==> src/rtl/op_lut_eth_parser_if.sv <==
// Snooped AXI-Stream ingress bus shared by the input packet FIFO and the
// Ethernet header parser. The parser only observes the bus, so its modport
// is input-only.
interface op_lut_eth_parser_if #(
    parameter int C_S_AXIS_DATA_WIDTH  = 256,
    parameter int C_S_AXIS_TUSER_WIDTH = 128
);
    logic [C_S_AXIS_DATA_WIDTH-1:0]  tdata;
    logic [C_S_AXIS_TUSER_WIDTH-1:0] tuser;
    logic                            tvalid;
    logic                            tready;
    logic                            tlast;

    // Stream source side (driver of the bus, including the sink's ready).
    modport master (
        output tdata,
        output tuser,
        output tvalid,
        output tready,
        output tlast
    );

    // Passive observer side: sees every beat, never stalls the stream.
    modport slave (
        input tdata,
        input tuser,
        input tvalid,
        input tready,
        input tlast
    );
endinterface

==> src/rtl/op_lut_eth_parser.sv <==
// Ethernet header parser for the router output-port lookup.
// Watches the ingress stream, classifies beat 0 of every packet (ARP/IPv4,
// broadcast, destined to one of our MACs) and queues one record per packet
// in a small first-word-fall-through FIFO. The downstream process FSM reads
// the head record combinationally and pops it with a one-cycle strobe.
module op_lut_eth_parser #(
    parameter int C_S_AXIS_DATA_WIDTH  = 256,
    parameter int C_S_AXIS_TUSER_WIDTH = 128,
    parameter int NUM_QUEUES           = 8,
    parameter int NUM_QUEUES_WIDTH     = $clog2(NUM_QUEUES),
    parameter int INFO_FIFO_DEPTH      = 4
) (
    input  logic                        clk,
    input  logic                        reset,

    op_lut_eth_parser_if.slave          axis,

    input  logic [47:0]                 mac_0,
    input  logic [47:0]                 mac_1,
    input  logic [47:0]                 mac_2,
    input  logic [47:0]                 mac_3,

    input  logic                        rd_eth_parser,

    output logic                        is_arp_pkt,
    output logic                        is_ip_pkt,
    output logic                        is_for_us,
    output logic                        is_broadcast,
    output logic [NUM_QUEUES_WIDTH-1:0] mac_dst_port_num,
    output logic                        eth_parser_info_vld,
    output logic                        info_fifo_overflow
);

    localparam int PTR_W = $clog2(INFO_FIFO_DEPTH);
    localparam int CNT_W = PTR_W + 1;

    localparam logic [15:0] ETHTYPE_IP  = 16'h0800;
    localparam logic [15:0] ETHTYPE_ARP = 16'h0806;
    localparam logic [47:0] MAC_BCAST   = 48'hFFFF_FFFF_FFFF;

    typedef enum logic [0:0] {
        WAIT_HDR = 1'b0,
        IN_PKT   = 1'b1
    } state_t;

    typedef struct packed {
        logic                        is_arp;
        logic                        is_ip;
        logic                        is_for_us;
        logic                        is_broadcast;
        logic [NUM_QUEUES_WIDTH-1:0] port;
    } info_rec_t;

    // ------------------------------------------------------------------
    // Header field extraction
    // ------------------------------------------------------------------
    logic        beat;
    logic [47:0] dst_mac;
    logic [15:0] ethertype;
    logic [47:0] mac_tbl [4];

    assign beat      = axis.tvalid & axis.tready;
    assign dst_mac   = axis.tdata[47:0];
    assign ethertype = axis.tdata[111:96];

    assign mac_tbl[0] = mac_0;
    assign mac_tbl[1] = mac_1;
    assign mac_tbl[2] = mac_2;
    assign mac_tbl[3] = mac_3;

    // Source MAC, the rest of the beat and tuser are deliberately not parsed;
    // the consumer resolves the source port against its own input port.
    logic unused_axis_bits;
    assign unused_axis_bits = ^{axis.tdata[C_S_AXIS_DATA_WIDTH-1:112],
                                axis.tdata[95:48], axis.tuser};

    // Classify the current beat as if it were a header; only used on push.
    info_rec_t rec_new;
    logic      mac_match;

    always_comb begin
        // NOTE: every variable written here gets a default first, so no path
        // leaves it unassigned and no latch is inferred.
        rec_new   = '0;
        mac_match = 1'b0;
        // Walk from lowest to highest priority so mac_0 wins on duplicates.
        for (int k = 3; k >= 0; k--) begin
            if (dst_mac == mac_tbl[k]) begin
                mac_match    = 1'b1;
                rec_new.port = NUM_QUEUES_WIDTH'(2 * k);
            end
        end
        rec_new.is_ip        = (ethertype == ETHTYPE_IP);
        rec_new.is_arp       = (ethertype == ETHTYPE_ARP);
        rec_new.is_broadcast = (dst_mac == MAC_BCAST);
        rec_new.is_for_us    = mac_match | rec_new.is_broadcast;
    end

    // ------------------------------------------------------------------
    // Packet framing FSM: only the first beat of each packet is a header
    // ------------------------------------------------------------------
    state_t state_q;
    state_t state_d;
    logic   hdr_push;

    // State register.
    always_ff @(posedge clk or posedge reset) begin
        // NOTE: sequential state uses non-blocking assignments so every
        // register samples its pre-edge inputs regardless of block order.
        if (reset) state_q <= WAIT_HDR;
        else       state_q <= state_d;
    end

    // Next state and header-push strobe.
    always_comb begin
        state_d  = state_q;
        hdr_push = 1'b0;
        unique case (state_q)
            WAIT_HDR: begin
                if (beat) begin
                    hdr_push = 1'b1;
                    if (!axis.tlast) state_d = IN_PKT;
                end
            end
            IN_PKT: begin
                if (beat && axis.tlast) state_d = WAIT_HDR;
            end
            default: state_d = WAIT_HDR;
        endcase
    end

    // ------------------------------------------------------------------
    // Info FIFO (first-word fall-through)
    // ------------------------------------------------------------------
    info_rec_t        mem [INFO_FIFO_DEPTH];
    logic [PTR_W-1:0] wr_ptr;
    logic [PTR_W-1:0] rd_ptr;
    logic [CNT_W-1:0] count;
    logic             empty;
    logic             full;
    logic             pop;
    logic             push_ok;
    logic             overflow_d;
    logic             overflow_q;

    assign empty      = (count == '0);
    assign full       = (count == CNT_W'(INFO_FIFO_DEPTH));
    assign pop        = rd_eth_parser & ~empty;
    // A pop in the same cycle frees the slot the new header needs.
    assign push_ok    = hdr_push & (~full | pop);
    assign overflow_d = hdr_push & full & ~pop;

    // Record storage.
    always_ff @(posedge clk) begin
        // NOTE: the storage array has no reset; entries are only observable
        // once written, because the outputs are gated by the non-empty flag.
        if (push_ok) mem[wr_ptr] <= rec_new;
    end

    // Pointers, occupancy and overflow pulse.
    always_ff @(posedge clk or posedge reset) begin
        if (reset) begin
            wr_ptr     <= '0;
            rd_ptr     <= '0;
            count      <= '0;
            overflow_q <= 1'b0;
        end else begin
            if (push_ok) wr_ptr <= wr_ptr + 1'b1;
            if (pop)     rd_ptr <= rd_ptr + 1'b1;
            unique case ({push_ok, pop})
                2'b10:   count <= count + 1'b1;
                2'b01:   count <= count - 1'b1;
                default: count <= count;
            endcase
            overflow_q <= overflow_d;
        end
    end

    // ------------------------------------------------------------------
    // Head record outputs, forced to zero while the FIFO is empty
    // ------------------------------------------------------------------
    info_rec_t head;

    assign head                = empty ? '0 : mem[rd_ptr];
    assign eth_parser_info_vld = ~empty;
    assign is_arp_pkt          = head.is_arp;
    assign is_ip_pkt           = head.is_ip;
    assign is_for_us           = head.is_for_us;
    assign is_broadcast        = head.is_broadcast;
    assign mac_dst_port_num    = head.port;
    assign info_fifo_overflow  = overflow_q;

endmodule
==> src/flat_wrapper.sv <==
// flat-port wrapper written by rule: the top's interface ports become plain ports
module op_lut_eth_parser_flat 
#(
    parameter int C_S_AXIS_DATA_WIDTH  = 256,
    parameter int C_S_AXIS_TUSER_WIDTH = 128,
    parameter int NUM_QUEUES           = 8,
    parameter int NUM_QUEUES_WIDTH     = $clog2(NUM_QUEUES),
    parameter int INFO_FIFO_DEPTH      = 4
)
  (clk, reset, mac_0, mac_1, mac_2, mac_3, rd_eth_parser, is_arp_pkt, is_ip_pkt, is_for_us, is_broadcast, mac_dst_port_num, eth_parser_info_vld, info_fifo_overflow, axis_tdata, axis_tuser, axis_tvalid, axis_tready, axis_tlast);
  op_lut_eth_parser_if #(.C_S_AXIS_DATA_WIDTH(C_S_AXIS_DATA_WIDTH), .C_S_AXIS_TUSER_WIDTH(C_S_AXIS_TUSER_WIDTH)) axis_i ();
  input  logic clk;
  input  logic reset;
  input  logic [47:0] mac_0;
  input  logic [47:0] mac_1;
  input  logic [47:0] mac_2;
  input  logic [47:0] mac_3;
  input  logic rd_eth_parser;
  output logic is_arp_pkt;
  output logic is_ip_pkt;
  output logic is_for_us;
  output logic is_broadcast;
  output logic [NUM_QUEUES_WIDTH-1:0] mac_dst_port_num;
  output logic eth_parser_info_vld;
  output logic info_fifo_overflow;
  input wire logic [$bits(axis_i.tdata)-1:0] axis_tdata;
  input wire logic [$bits(axis_i.tuser)-1:0] axis_tuser;
  input wire logic [$bits(axis_i.tvalid)-1:0] axis_tvalid;
  input wire logic [$bits(axis_i.tready)-1:0] axis_tready;
  input wire logic [$bits(axis_i.tlast)-1:0] axis_tlast;
  assign axis_i.tdata = axis_tdata;
  assign axis_i.tuser = axis_tuser;
  assign axis_i.tvalid = axis_tvalid;
  assign axis_i.tready = axis_tready;
  assign axis_i.tlast = axis_tlast;
  op_lut_eth_parser #(.C_S_AXIS_DATA_WIDTH(C_S_AXIS_DATA_WIDTH), .C_S_AXIS_TUSER_WIDTH(C_S_AXIS_TUSER_WIDTH), .NUM_QUEUES(NUM_QUEUES), .NUM_QUEUES_WIDTH(NUM_QUEUES_WIDTH), .INFO_FIFO_DEPTH(INFO_FIFO_DEPTH)) u_core (.clk(clk), .reset(reset), .axis(axis_i), .mac_0(mac_0), .mac_1(mac_1), .mac_2(mac_2), .mac_3(mac_3), .rd_eth_parser(rd_eth_parser), .is_arp_pkt(is_arp_pkt), .is_ip_pkt(is_ip_pkt), .is_for_us(is_for_us), .is_broadcast(is_broadcast), .mac_dst_port_num(mac_dst_port_num), .eth_parser_info_vld(eth_parser_info_vld), .info_fifo_overflow(info_fifo_overflow));
endmodule
==> config.mk <==
export PLATFORM = sky130hd
export DESIGN_NAME = op_lut_eth_parser_flat
export DESIGN_NICKNAME = d
export VERILOG_FILES = /design/src/rtl/op_lut_eth_parser_if.sv /design/src/rtl/op_lut_eth_parser.sv /design/src/flat_wrapper.sv
export SDC_FILE = /design/constraint.sdc
export NUM_CORES = 1
export LEC_CHECK = 0
export BUFFER_PORTS_ARGS = -buffer_cell sky130_fd_sc_hd__buf_2
export CAP_MARGIN = 0
export CORE_AREA = 2 2 230 232
export DETAILED_ROUTE_END_ITERATION = 6
export DIE_AREA = 0 0 232 234
export SYNTH_ARGS = -nofsm -noshare
export SYNTH_HDL_FRONTEND = slang
export SYNTH_SLANG_ARGS = --single-unit
==> constraint.sdc <==
create_clock -name clk -period 5.32 [get_ports clk]
set_input_delay 1.064 -clock clk [delete_from_list [all_inputs] [get_ports clk]]
set_output_delay 1.064 -clock clk [all_outputs]
set_load 0.02 [all_outputs]
==> run metrics, run 1 <==
chip width=232 um; Initial DRT Pass Iterations=4; worst-case clock buffer depth=2; final setup fails=0; worst slew pin tran=1.07 ns; final hold viol count=0; RSZ-0062 raised after global routing=false; FFs w/ async S/R, synth=27.3%; Worst Path Max Fanout=5; Syn Area/Cell=a little under 10 um^2; Routability Congestion=0.913; synthesis-stage register bit count=33; Via-to-Cell Ratio=just over 3; DP HPWL=23600 um; Startpoint Class=input port; predominant post-synthesis flop cell=edfxtp_1; Storage cell area=approximately 950 um^2; Leak Pwr=roughly 2.5 nW; fillers=about 6000; CTS buffer count=5; critical register-to-register path startpoint=u_core.count[0]; area of the multi-input gates=between 0.002 and 0.003 mm^2; Core ar.=0.0520 mm^2; max layer used=met5; met2 wire length=between 10000 and 15000 um; layout cells sized above 1=around 44%; DRT Wirelength=26200 um; switching power share of the total=38.4%; # IOs=approximately 600; final-stage net count=1250; Setup Crit Path Kind=in2reg; Synth cell types=37; nature of the critical path endpoint=register; commonest non-fill, non-tap cell in the layout=buf_2; CTS sink count=33; synthesized cell area=between 0.004 and 0.005 mm^2; clock skew=approximately 0.0032 ns; fmax=around 0.26 GHz; metal3 WL=2360 um; status=finished clean; YS warnings=0; Buffers on Ports=approximately 270; GRT Total Usage=about 9.3%; HP Class=reg2reg; DRC viols=0; Synthesized Nets=~1000; total number of vias=4206; Finished Layout Cells=roughly 1400; most frequent cells in the layout=buf_2 (269), xor2_1 (143), xnor2_1 (49); Arr. time, crit path=around 3.8 ns; Iter 0 DRT Violations=151; initial core utilization=between 8 and 9%; Slew HR=between 20% and 30%; grt total ovfl=0; Die Y=roughly 230 um; Worst EP required=5.27 ns; CTS tree=done; Psw=0.492 mW; Gate power share=between 40% and 50%; Cells after Synth=approximately 440; cell row count=84; clock share of power=between 20 and 25%; antenna violations before repair=9; clk_lat worst skew=~0.27 ns; post-CTS sizing=0; # Post-CTS Setup Buffers=0; Post-synth EDFFs=24; remaining antenna violation count=0; setup_tns=0 ns; final period utilization=a little under three quarters; internal power=just under 0.8 mW; pwr dens=roughly 210 mW/mm^2; hold_buf cts=0; H-tree depth=2; max-capacitance violation count=0; placed instance count=1344; clk root buf=clkbuf_16; Layout area overhead=45.6%; share of the yosys chip area belonging to registers=~22%; first-pass GRT wire length=~33000 um; clk slew on worst S/H paths=roughly 0.050 ns; pin count of the biggest net entering global routing=11; Avg WL per Cell=19.3 um; hold path depth=2; vias in the first global route=4279; Tmin final=between 3 and 4 ns; die area=approximately 0.054 mm^2; M1 wire length=roughly 11000 um; Worst Setup SP=axis_tdata[7]; sequential power share=roughly 29%; Final Slew Violations=0; cell count of the worst reg-to-reg path=6; Max VDD drop=approximately 0.15 mV
final timing paths:
check,endpoint,slack (ns)
max reg2reg,u_core.count[1],3.20
min reg2reg,register,0.50
min,register,0.50
min in group asynchronous,u_core.count[0],0.75
max,u_core.mem[1][1],1.51
max in group asynchronous,u_core.wr_ptr[0],4.30
cell usage after synthesis, types with 2 or more instances:
master | number | area [um^2]
nand4_1 | 34 | 213
buf_2 | 2 | 10.0
buf_4 | 27 | 203
xor2_1 | 143 | 1250
a21oi_1 | 4 | 20.0
dfrtp_1 | 9 | 225
o211ai_1 | 2 | 15.0
xnor2_2 | 4 | 65.1
ha_1 | 4 | 50.1
inv_1 | 6 | 22.5
nor3_2 | 2 | 20.0
nor2_1 | 8 | 30.0
nand2_1 | 7 | 26.3
nor4b_1 | 2 | 17.5
edfxtp_1 | 24 | 721
nor4_1 | 43 | 269
nor3_1 | 3 | 15.0
o21ai_0 | 5 | 25.0
and2_1 | 12 | 75.1
xnor2_1 | 49 | 429
buf_6 | 21 | 236
mux4_2 | 6 | 135
nand3_1 | 3 | 15.0
clkbuf_1 | 4 | 15.0
power by group through the flow:
stage          logic (mW)  registers [mW]  clock network (mW)
2_1_floorplan       0.429           0.342                   0
3_3_place_gp        0.621           0.373                   0
3_5_place_dp        0.637           0.378                   0
4_1_cts             0.639           0.374               0.284
5_1_grt             0.686           0.381               0.297
6_report            0.629           0.372               0.279
registers in the layout (all words and copies together) (netlist names), named ones only:
signal,count
u_core.count,3
u_core.info_fifo_overflow,1
u_core.mem,24
u_core.rd_ptr,2
u_core.wr_ptr,2
through the flow:
stage | hold WS (ns) | worst slack [ns] | power [mW] | area [um^2] | utilization, %
after floorplan | 0.464 | 2.76 | 0.771 | 4230 | -
after global placement | 0.484 | 1.30 | 0.994 | 6000 | 11.5
after detailed placement | 0.488 | 1.32 | 1.02 | 6000 | 11.5
after CTS | 0.500 | 1.59 | 1.30 | 6150 | 11.8
after global routing | 0.530 | 1.54 | 1.36 | 6150 | 11.8
final | 0.496 | 1.51 | 1.28 | 6150 | 11.8
final cells by class:
class | count | area share, %
diodes | 3 | 0.122
well taps | 688 | 14.0
clock buffers | 8 | 2.38
multi-input cells | 344 | 45.4
flip-flops and latches | 33 | 15.4
inverters | 6 | 0.366
repair buffers | 273 | 22.4
metal layers:
metal	track usage [%]	vias up
li1	-	1943
met3	1.75	44
met5	0	-
met1	11.1	1903
met2	15.6	314
met4	4.85	2
cells by family (layout without fill, tap and decap cells):
| group | after synthesis | in the layout | share of synthesized area [%] |
|---|---|---|---|
| muxes | 6 | 6 | 3.20 |
| AOI/OAI and AO/OA | 14 | 14 | 2.01 |
| adders and majority gates | 5 | 5 | 1.66 |
| and+or+nand+nor | 121 | 121 | 17.5 |
| xor gates and xnor gates | 197 | 197 | 41.7 |
| DFF | 33 | 33 | 22.4 |
| other | 1 | 4 | 0.0887 |
| buffers and inverters | 60 | 287 | 11.5 |
worst max-delay path: stages:
cell and delay [ns]:
buf_2 0.19, xor2_1 0.18, nor4_1 0.92, nand4_1 0.29, nor3_2 0.36, a21oi_1 0.07, nor2_1 0.68
Power figures use the tool's default switching activity.
==> run 2: changes to the inputs <==
Settings changed: CORE_AREA 2 2 230 232 to 2 2 228 230, DIE_AREA 0 0 232 234 to 0 0 230 232.
Clock period 5.32 ns to 3.35 ns, I/O delays scaled along.
==> run 2 against run 1 <==
Against the previous run:
- clock-buffer cell count is 3 lower
- register-to-register slack got worse by 2.0 ns
- worst setup slack worse by 1.1 ns
- sequential power up 59%
- die area down 1.7%
- wire length up 0.14%
- largest power group unchanged
==> run metrics, run 2 (synthesis results as in run 1) <==
commonest non-fill, non-tap cell in the layout=buf_2; cell row count=83; placed instance count=approximately 1400; Slew HR=between 30% and 40%; Tot Pwr=between 2 and 2.5 mW; Die Y=around 230 um; vias in the first global route=about 4600; nature of the critical path endpoint=register; first-pass GRT wire length=about 34000 um; Via-to-Cell Ratio=around 3.1; Setup Crit Path Kind=in2reg; clk slew on worst S/H paths=0.05 ns; cell count of the worst reg-to-reg path=6; hold_buf cts=0; chip width=approximately 230 um; die area=between 0.05 and 0.06 mm^2; DP HPWL=about 23000 um; hold_ws=0.367 ns; Final Slew Violations=0; Arr. time, crit path=2.89 ns; clock share of power=23.8%; Iter 0 DRT Violations=roughly 230; Max VDD drop=about 0.24 mV; RSZ-0062 raised after global routing=false; grt total ovfl=0; GRT Total Usage=roughly a tenth; post-CTS sizing=0; final setup fails=0; most frequent cells in the layout=buf_2 (269), xor2_1 (143), xnor2_1 (49); remaining antenna violation count=0; Top delay family on crit path=simple AND/OR/NAND/NOR gates; sequential power share=27.7%; CTS buffer count=5; status=finished clean; layout cells sized above 1=~47%; Routability Congestion=approximately 0.94; Worst Path Max Fanout=5; Initial DRT Pass Iterations=4; Avg WL per Cell=around 19 um; CTS sink count=33; CTS tree=done; Layout area overhead=51.6%; Tmin final=between 2 and 3 ns; Finished Layout Cells=around 1400; pin count of the biggest net entering global routing=12; flop-to-flop setup slack=1.24 ns; internal power=1.33 mW; Buffers on Ports=approximately 270; # IOs=~590; pwr dens=334 mW/mm^2; DRC viols=0; H-tree depth=2; # Post-CTS Setup Buffers=0; CP peak stage delay=0.72 ns; Biggest register=u_core.mem; Psw=0.817 mW; worst-case clock buffer depth=2; Startpoint Class=input port; CP max stage cell=nor3_1; RR Endpoint=u_core.count[1]; max-capacitance violation count=0; setup_tns=0 ns; CP cell instances=buf_2 -> xor2_1 -> nor4_1 -> buf_4 -> nand4_1 -> nor3_2 -> nor2b_1 -> nor3_1; number of flip-flops under the largest register name=24; HP Class=in2async; critical register-to-register path startpoint=u_core.count[0]; fmax=about 0.34 GHz; worst slew pin tran=a little over 0.9 ns; clock skew=0.00527 ns; antenna violations before repair=5; initial core utilization=between 8 and 9%; final-stage net count=1281; final hold viol count=0; top flop regs=u_core.mem x24, u_core.count x3; Worst EP required=approximately 3.3 ns; clk root buf=clkbuf_16; DRT Wirelength=roughly 26000 um; Leak Pwr=roughly 2.7 nW; Core ar.=0.0509 mm^2; Worst Path Buf+Inv=2; clk_lat worst skew=0.28 ns; final period utilization=87.7%; switching power share of the total=38.1%; Gate power share=around 49%; total number of vias=approximately 4300
## run 2: cell count changes in the layout (fill, tap and decap cells not counted)
cell	change
buf_4	+30
clkbuf_1	-2
buf_12	+1
bufinv_16	+1
clkbuf_8	-1
clkinv_1	+1
clkinvlp_4	+1
## run 2: area by class of cell
type / count / area [um^2]
Antenna cell: 3 / 7.51
Clock buffer: 5 / 125
Clock inverter: 3 / 41.3
Fill cell: 5887 / 44500
Inverter: 6 / 22.5
Multi-Input combinational cell: 344 / 2800
Sequential cell: 33 / 946
Tap cell: 680 / 851
Timing Repair Buffer: 304 / 1620
## run 2: metal layers
metal / vias to the layer above / GRT usage (%) / part of all wire, %
met3: 52 / 1.57 / 7.9
met4: 2 / 4.33 / 5.4
met1: 1954 / 11.8 / 42
met5: - / 0 / 0.050
li1: 2009 / - / -
met2: 307 / 16.0 / 45
## run 2: worst max path at each step
stage / startpoint / end / slack [ns] / cells past startpoint
after floorplan: axis_tvalid / u_core.count[1] / 1.19 / 8
after global placement: axis_tdata[44] / u_core.mem[0][2] / 0.1 / 8
after detailed placement: axis_tdata[12] / u_core.mem[0][2] / 0.07 / 8
after CTS: axis_tdata[44] / u_core.mem[0][2] / 0.34 / 8
after global routing: axis_tdata[44] / u_core.mem[0][2] / 0.15 / 8
final: axis_tdata[44] / u_core.mem[0][2] / 0.41 / 8
## run 2: power by group through the flow
stage               sequential, mW  clock, mW  combinational [mW]
finish                       0.593      0.510                1.04
CTS                          0.594      0.513                1.06
floorplan                    0.543          0               0.682
global placement             0.594          0                1.03
global route                 0.607      0.530                1.14
detailed placement           0.600          0                1.05
## run 2: stage by stage
stage,cell area (um^2),utilization (%),setup WS [ns]
3_5_place_dp,6240,12.3,0.0676
6_report,6410,12.6,0.412
3_3_place_gp,6240,12.3,0.0978
5_1_grt,6400,12.6,0.155
2_1_floorplan,4230,-,1.19
4_1_cts,6400,12.6,0.340
